## config.mk

```make
export PLATFORM = sky130hd
export DESIGN_NAME = ulpi_reg_engine
export DESIGN_NICKNAME = d
export VERILOG_FILES = /design/src/rtl/ulpi_pkg.sv /design/src/rtl/ulpi_timeout_cnt.sv /design/src/rtl/ulpi_reg_engine.sv
export SDC_FILE = /design/constraint.sdc
export NUM_CORES = 1
export LEC_CHECK = 0
export CAP_MARGIN = 25
export CORE_MARGIN = 4
export CORE_UTILIZATION = 56
export CTS_BUF_LIST = sky130_fd_sc_hd__clkbuf_4
export DETAILED_ROUTE_END_ITERATION = 7
export GPL_ROUTABILITY_DRIVEN = 1
export GPL_TIMING_DRIVEN = 1
export PLACE_DENSITY_LB_ADDON = 0.2
export SLEW_MARGIN = 25
export SYNTH_ARGS = -nofsm -noshare
export SYNTH_HDL_FRONTEND = slang
export SYNTH_SLANG_ARGS = --single-unit
```

## constraint.sdc

```tcl
create_clock -name i_clk -period 2.95 [get_ports i_clk]
set_input_delay 0.59 -clock i_clk [delete_from_list [all_inputs] [get_ports i_clk]]
set_output_delay 0.59 -clock i_clk [all_outputs]
set_load 0.1 [all_outputs]
```

## src/rtl/ulpi_pkg.sv

```systemverilog
// Shared ULPI types: register-engine FSM states, completion status codes and TX CMD prefixes.
package ulpi_pkg;

  typedef enum logic [3:0] {
    StIdle,
    StTxCmd,
    StWData,
    StStp,
    StRdTurn,
    StRdData,
    StRdBack,
    StWaitDirLow,
    StRsp
  } ulpi_reg_state_t;

  typedef enum logic [1:0] {
    RspOk      = 2'd0,
    RspAbort   = 2'd1,
    RspTimeout = 2'd2
  } ulpi_reg_status_t;

  localparam logic [1:0] ULPI_TXCMD_REGW = 2'b10;
  localparam logic [1:0] ULPI_TXCMD_REGR = 2'b11;

endpackage

```

## src/rtl/ulpi_timeout_cnt.sv

```systemverilog
// Cycle counter for the register engine; expired_o flags the cycle whose increment reaches
// TimeoutCycles. Only instantiated when ULPI_REG_TIMEOUT_EN is defined.
module ulpi_timeout_cnt #(
  parameter int unsigned TimeoutCycles = 255
) (
  input  logic clk_i,
  input  logic rst_ni,
  input  logic clear_i,
  input  logic enable_i,
  output logic expired_o
);

  localparam int unsigned CntW = $clog2(TimeoutCycles + 1);
  localparam logic [CntW-1:0] CntLast = CntW'(TimeoutCycles - 1);
  localparam logic [CntW-1:0] CntMax  = CntW'(TimeoutCycles);

  logic [CntW-1:0] cnt_q, cnt_d;

  always_comb begin
    cnt_d = cnt_q;
    if (clear_i) begin
      cnt_d = '0;
    end else if (enable_i && (cnt_q != CntMax)) begin
      cnt_d = cnt_q + 1'b1;
    end
  end

  always_ff @(posedge clk_i or negedge rst_ni) begin
    if (!rst_ni) begin
      cnt_q <= '0;
    end else begin
      cnt_q <= cnt_d;
    end
  end

  assign expired_o = enable_i && (cnt_q >= CntLast);

endmodule

```

## src/rtl/ulpi_reg_engine.sv

```systemverilog
// ULPI immediate register read/write engine: request handshake -> TX CMD / data / STP sequence.
// Optional TX-side timeout enabled by defining ULPI_REG_TIMEOUT_EN.
module ulpi_reg_engine
  import ulpi_pkg::*;
#(
  parameter int unsigned TIMEOUT_CYCLES = 255
) (
  input  logic       i_clk,
  input  logic       i_rst_n,
  input  logic       i_link_ready,
  input  logic       i_req_valid,
  output logic       o_req_ready,
  input  logic       i_req_write,
  input  logic [5:0] i_req_addr,
  input  logic [7:0] i_req_wdata,
  output logic       o_rsp_valid,
  output logic [1:0] o_rsp_status,
  output logic [7:0] o_rsp_rdata,
  input  logic       i_dir,
  input  logic       i_nxt,
  input  logic [7:0] i_data,
  output logic       o_stp,
  output logic [7:0] o_data,
  output logic       o_data_oe
);

  ulpi_reg_state_t  state_q, state_d;
  ulpi_reg_status_t status_q, status_d;
  logic             write_q, write_d;
  logic [5:0]       addr_q, addr_d;
  logic [7:0]       wdata_q, wdata_d;
  logic [7:0]       rdata_q, rdata_d;
  logic             retry_q, retry_d;

  logic             req_ready_q, req_ready_d;
  logic             rsp_valid_q, rsp_valid_d;
  logic [1:0]       rsp_status_q, rsp_status_d;
  logic [7:0]       rsp_rdata_q, rsp_rdata_d;
  logic             stp_q, stp_d;
  logic [7:0]       data_q, data_d;
  logic             data_oe_q, data_oe_d;

  logic accept;
  logic timeout_exp;

  assign accept = i_req_valid & req_ready_q & i_link_ready;

`ifdef ULPI_REG_TIMEOUT_EN
  logic timeout_en;
  assign timeout_en = (state_q == StTxCmd) || (state_q == StWData);

  ulpi_timeout_cnt #(
    .TimeoutCycles(TIMEOUT_CYCLES)
  ) u_timeout_cnt (
    .clk_i    (i_clk),
    .rst_ni   (i_rst_n),
    .clear_i  (accept),
    .enable_i (timeout_en),
    .expired_o(timeout_exp)
  );
`else
  logic [31:0] unused_timeout_cycles;
  assign unused_timeout_cycles = TIMEOUT_CYCLES;
  assign timeout_exp = 1'b0;
`endif

  always_ff @(posedge i_clk or negedge i_rst_n) begin
    if (!i_rst_n) begin
      state_q  <= StIdle;
      status_q <= RspOk;
      write_q  <= 1'b0;
      addr_q   <= '0;
      wdata_q  <= '0;
      rdata_q  <= '0;
      retry_q  <= 1'b0;
    end else begin
      state_q  <= state_d;
      status_q <= status_d;
      write_q  <= write_d;
      addr_q   <= addr_d;
      wdata_q  <= wdata_d;
      rdata_q  <= rdata_d;
      retry_q  <= retry_d;
    end
  end

  always_comb begin
    state_d  = state_q;
    status_d = status_q;
    write_d  = write_q;
    addr_d   = addr_q;
    wdata_d  = wdata_q;
    rdata_d  = rdata_q;
    retry_d  = retry_q;
    case (state_q)
      StIdle: begin
        if (accept) begin
          state_d  = StTxCmd;
          status_d = RspOk;
          write_d  = i_req_write;
          addr_d   = i_req_addr;
          wdata_d  = i_req_wdata;
          rdata_d  = '0;
          retry_d  = 1'b0;
        end
      end
      StTxCmd: begin
        // PHY pre-emption beats a simultaneous nxt; the TX CMD is re-sent once dir drops.
        if (i_dir) begin
          state_d = StWaitDirLow;
          retry_d = 1'b1;
        end else if (i_nxt) begin
          state_d = write_q ? StWData : StRdTurn;
        end else if (timeout_exp) begin
          state_d  = StStp;
          status_d = RspTimeout;
        end
      end
      StWData: begin
        if (i_dir) begin
          state_d  = StWaitDirLow;
          retry_d  = 1'b0;
          status_d = RspAbort;
        end else if (i_nxt) begin
          state_d = StStp;
        end else if (timeout_exp) begin
          state_d  = StStp;
          status_d = RspTimeout;
        end
      end
      StStp:    state_d = StRsp;
      StRdTurn: state_d = StRdData;
      StRdData: begin
        if (i_nxt) begin
          state_d  = StWaitDirLow;
          retry_d  = 1'b0;
          status_d = RspAbort;
        end else if (i_dir) begin
          state_d = StRdBack;
          rdata_d = i_data;
        end
      end
      StRdBack: begin
        if (!i_dir) state_d = StRsp;
      end
      StWaitDirLow: begin
        if (!i_dir) state_d = retry_q ? StTxCmd : StRsp;
      end
      StRsp:    state_d = StIdle;
      default:  state_d = StIdle;
    endcase
    if (!i_link_ready) state_d = StIdle;
  end

  // Outputs are decoded from the next state so they line up with the state once registered.
  always_comb begin
    req_ready_d  = 1'b0;
    rsp_valid_d  = 1'b0;
    rsp_status_d = 2'd0;
    rsp_rdata_d  = '0;
    stp_d        = 1'b0;
    data_d       = '0;
    data_oe_d    = 1'b0;
    case (state_d)
      StIdle:  req_ready_d = i_link_ready & ~i_dir;
      StTxCmd: begin
        data_d    = {(write_d ? ULPI_TXCMD_REGW : ULPI_TXCMD_REGR), addr_d};
        data_oe_d = 1'b1;
      end
      StWData: begin
        data_d    = wdata_d;
        data_oe_d = 1'b1;
      end
      StStp: begin
        stp_d     = 1'b1;
        data_oe_d = 1'b1;
      end
      StRsp: begin
        rsp_valid_d  = 1'b1;
        rsp_status_d = status_d;
        if ((status_d == RspOk) && !write_d) rsp_rdata_d = rdata_d;
      end
      default: ;
    endcase
  end

  always_ff @(posedge i_clk or negedge i_rst_n) begin
    if (!i_rst_n) begin
      req_ready_q  <= 1'b0;
      rsp_valid_q  <= 1'b0;
      rsp_status_q <= 2'd0;
      rsp_rdata_q  <= '0;
      stp_q        <= 1'b0;
      data_q       <= '0;
      data_oe_q    <= 1'b0;
    end else begin
      req_ready_q  <= req_ready_d;
      rsp_valid_q  <= rsp_valid_d;
      rsp_status_q <= rsp_status_d;
      rsp_rdata_q  <= rsp_rdata_d;
      stp_q        <= stp_d;
      data_q       <= data_d;
      data_oe_q    <= data_oe_d;
    end
  end

  assign o_req_ready  = req_ready_q;
  assign o_rsp_valid  = rsp_valid_q;
  assign o_rsp_status = rsp_status_q;
  assign o_rsp_rdata  = rsp_rdata_q;
  assign o_stp        = stp_q;
  assign o_data       = data_q;
  assign o_data_oe    = data_oe_q;

endmodule

```

==> results.txt <==
Crit path max-delay family -> buffers and inverters
Hold_buf cts -> 0
Syn_area_per_cell -> 12.92 sq um
Pleak -> 1.361 nW
Syn Nets -> 215
Cell Rows -> 23
Die height -> 73.50 microns
Yosys top cell area share -> 54.17%
Clock buffer depth -> 2
Nets -> 262
RSZ-0062 raised after global routing -> false
Crit end category -> flop
Ranking of synthesized cells by area -> dfrtp_1 (54%), mux2_4 (6.3%), nor2b_1 (3.6%), buf_6 (3.3%), a22o_1 (2.9%)
Critical R2R Launch -> state_q[2]
Initial antenna violation count -> 0
TritonCTS clock tree -> yes
Worst-path clk slew -> 0.16 ns
DRC violation count after routing -> 0
Synth-to-layout area growth -> 20.83%
CTS resizes -> 0
Internal reg-to-reg setup slack -> 0.82 ns
Gr usage total -> 18.96%
Slowest cell on crit path -> clkdlybuf4s50_1
Outcome -> complete, no violations
First-pass GRT wire length -> 7.824 mm
Top cells by count, synth -> dfrtp_1 (52), nor2b_1 (14), a21oi_1 (10), mux2_4 (10), nor2_1 (10)
Syn Inst Count -> 186
Fraction of layout cells with a size suffix above 1 -> 25.64%
GPL Wtd Cong -> 0.8866
Initial Util -> 58.79%
Buffers & Inverters on Critical Path -> 1
Largest net degree at the start of global routing -> 53
Post-synth top flop -> dfrtp_1
Worst stage delay on the critical path -> 0.71 ns
Post-Route Setup TNS -> 0 ns
Pwr Total -> 2.613 mW
Pwr per Cell Area -> 900.1 nW/um^2
Ant diodes -> 0
Synthesized cell area -> 2402 sq um
Max VDD drop -> 0.6365 mV
Clk_lat worst skew -> 0.37 ns
Fmax -> 432.3 MHz
Number of synthesized flops with an enable pin -> 0
Most frequent cell after synthesis -> dfrtp_1
Rel. slew slack -> 56.86%
R2R Path End -> o_data[4]
Critical Path Start -> i_dir
Register bit total from synthesis -> 52
Async S/R FF share, synth -> 100.0%
Core area -> 4086 sq um
HPWL after DPL -> 3.413 mm
Vias per cell -> 5.796
Worst clock skew -> 0.01692 ns
Die X -> 73.50 microns
Final cell utilization of the core -> 71.03%
H-tree Lvls -> 2
CP Max Fanout -> 19
Clock Sinks -> 52
Drt wl/cell -> 16.60 microns
Fin. Hold Viols -> 0
TritonRoute pass-1 iters -> 4
Sequential share of the synthesized area -> 54.17%
Crit Path Category -> primary input to flop
Worst Tran Pin Value -> 0.6453 ns
IO Port Bufs -> 50
Register area -> 1301 sq um
Yosys Warn Count -> 0
Max cap viols -> 0
Required @ worst endpoint -> 3.24 ns
Fillers -> 287
Setup bufs post-CTS -> 0
CP cell instances -> clkdlybuf4s50_1 > or3b_1 > o311ai_1 > o211ai_2 > nand3b_1 > a21oi_1
Area of the multi-input gates -> 973.4 sq um
Routed wire length -> 4.715 mm
Post-synth top area cell -> dfrtp_1
Root Driver -> clkbuf_4
Critical Path AT -> 2.60 ns
Grt ovf -> 0
DRT iter0 DRCs -> 133
Via count -> 1646
Max Slew Vio Count -> 0
Synth cell types -> 48
I/O Pins -> 51
Critical Path Stages -> 6
Vias in the first global route -> 1645
Final setup violation count -> 0
Antenna Nets Post-Route -> 0
Worst min-delay path class -> primary input to asynchronous set/reset pin
CTS Buf Count -> 5
Total die area -> 5402 sq um
Minimum clock period -> 2.313 ns
Crit share post-route -> 78.41%
CP endpoint -> o_data[4]
CP Launch Type -> primary input
Worst reg2reg path depth -> 5
sequential cells by signal, indices dropped and copies added, names as in the netlist:
name and count:
status_q 2, rdata_q 8, addr_q 6, write_q 1
state_q 4, o_data 8, retry_q 1, o_data_oe 1
o_rsp_rdata 8, o_rsp_valid 1, o_req_ready 1, o_rsp_status 2
wdata_q 8, o_stp 1
stage by stage:
stage          std cells  setup slack, ns  instance area [sq um]  hold WS (ns)
4_1_cts              284           0.6778                   2903        0.2307
5_1_grt              284           0.5512                   2903        0.2524
3_5_place_dp         276           0.2616                   2818        0.4800
3_3_place_gp         276           0.3950                   2815        0.4743
2_1_floorplan        186           0.7758                   2402        0.2944
6_report             284           0.6369                   2903        0.2160
logic make-up after synthesis:
family	count (synthesis)	share of synthesized area, %
muxes	15	9.062
buffers and inverters	18	5.312
and+or+nand+nor	65	17.81
AOI/OAI and AO/OA	36	13.65
DFF	52	54.17
layer usage:
metal	vias to the layer above	global-route usage (%)	share of wire, %
met4	0	4.427	1.1
met5	-	0	0
met3	6	5.198	7.5
met1	803	24.50	42
met2	79	31.79	50
li1	758	-	-
cells in the final DEF, fill, tap and decap left out, types with 2 or more instances in the layout:
master,n
nor2_1,10
and3b_1,2
inv_1,6
clkdlybuf4s50_1,27
mux2_2,4
dfrtp_1,52
mux2_4,10
o21ai_0,3
nand2_1,4
clkinv_4,2
a21o_1,3
nand3b_1,8
nand3_1,8
and4bb_4,2
buf_4,25
a22o_1,8
clkbuf_4,5
nor2b_1,14
nand2b_1,2
a21oi_1,10
worst min-delay path by stage:
stage,startpoint,endpoint,cells after the start
2_1_floorplan,i_rst_n,addr_q[0],0
3_3_place_gp,rdata_q[1],rdata_q[1],1
3_5_place_dp,rdata_q[5],rdata_q[5],1
4_1_cts,i_rst_n,o_data[0],1
5_1_grt,i_rst_n,wdata_q[0],1
6_report,i_rst_n,wdata_q[3],1
area by class of cell:
type                    count  area share [%]
clock buffers               5           1.293
inverters                   6          0.7759
multi-input cells         116           33.53
repair buffers             52           15.78
well taps                  50           2.155
flip-flops and latches     52           44.83
clock inverters             3           1.638
power breakdown:
part	internal, mW	switching (mW)	total (mW)
combinational	0.431	0.740	1.17
clock	0.182	0.223	0.405
sequential	0.916	0.121	1.04
total	1.53	1.08	2.61
Power figures use the tool's default switching activity.
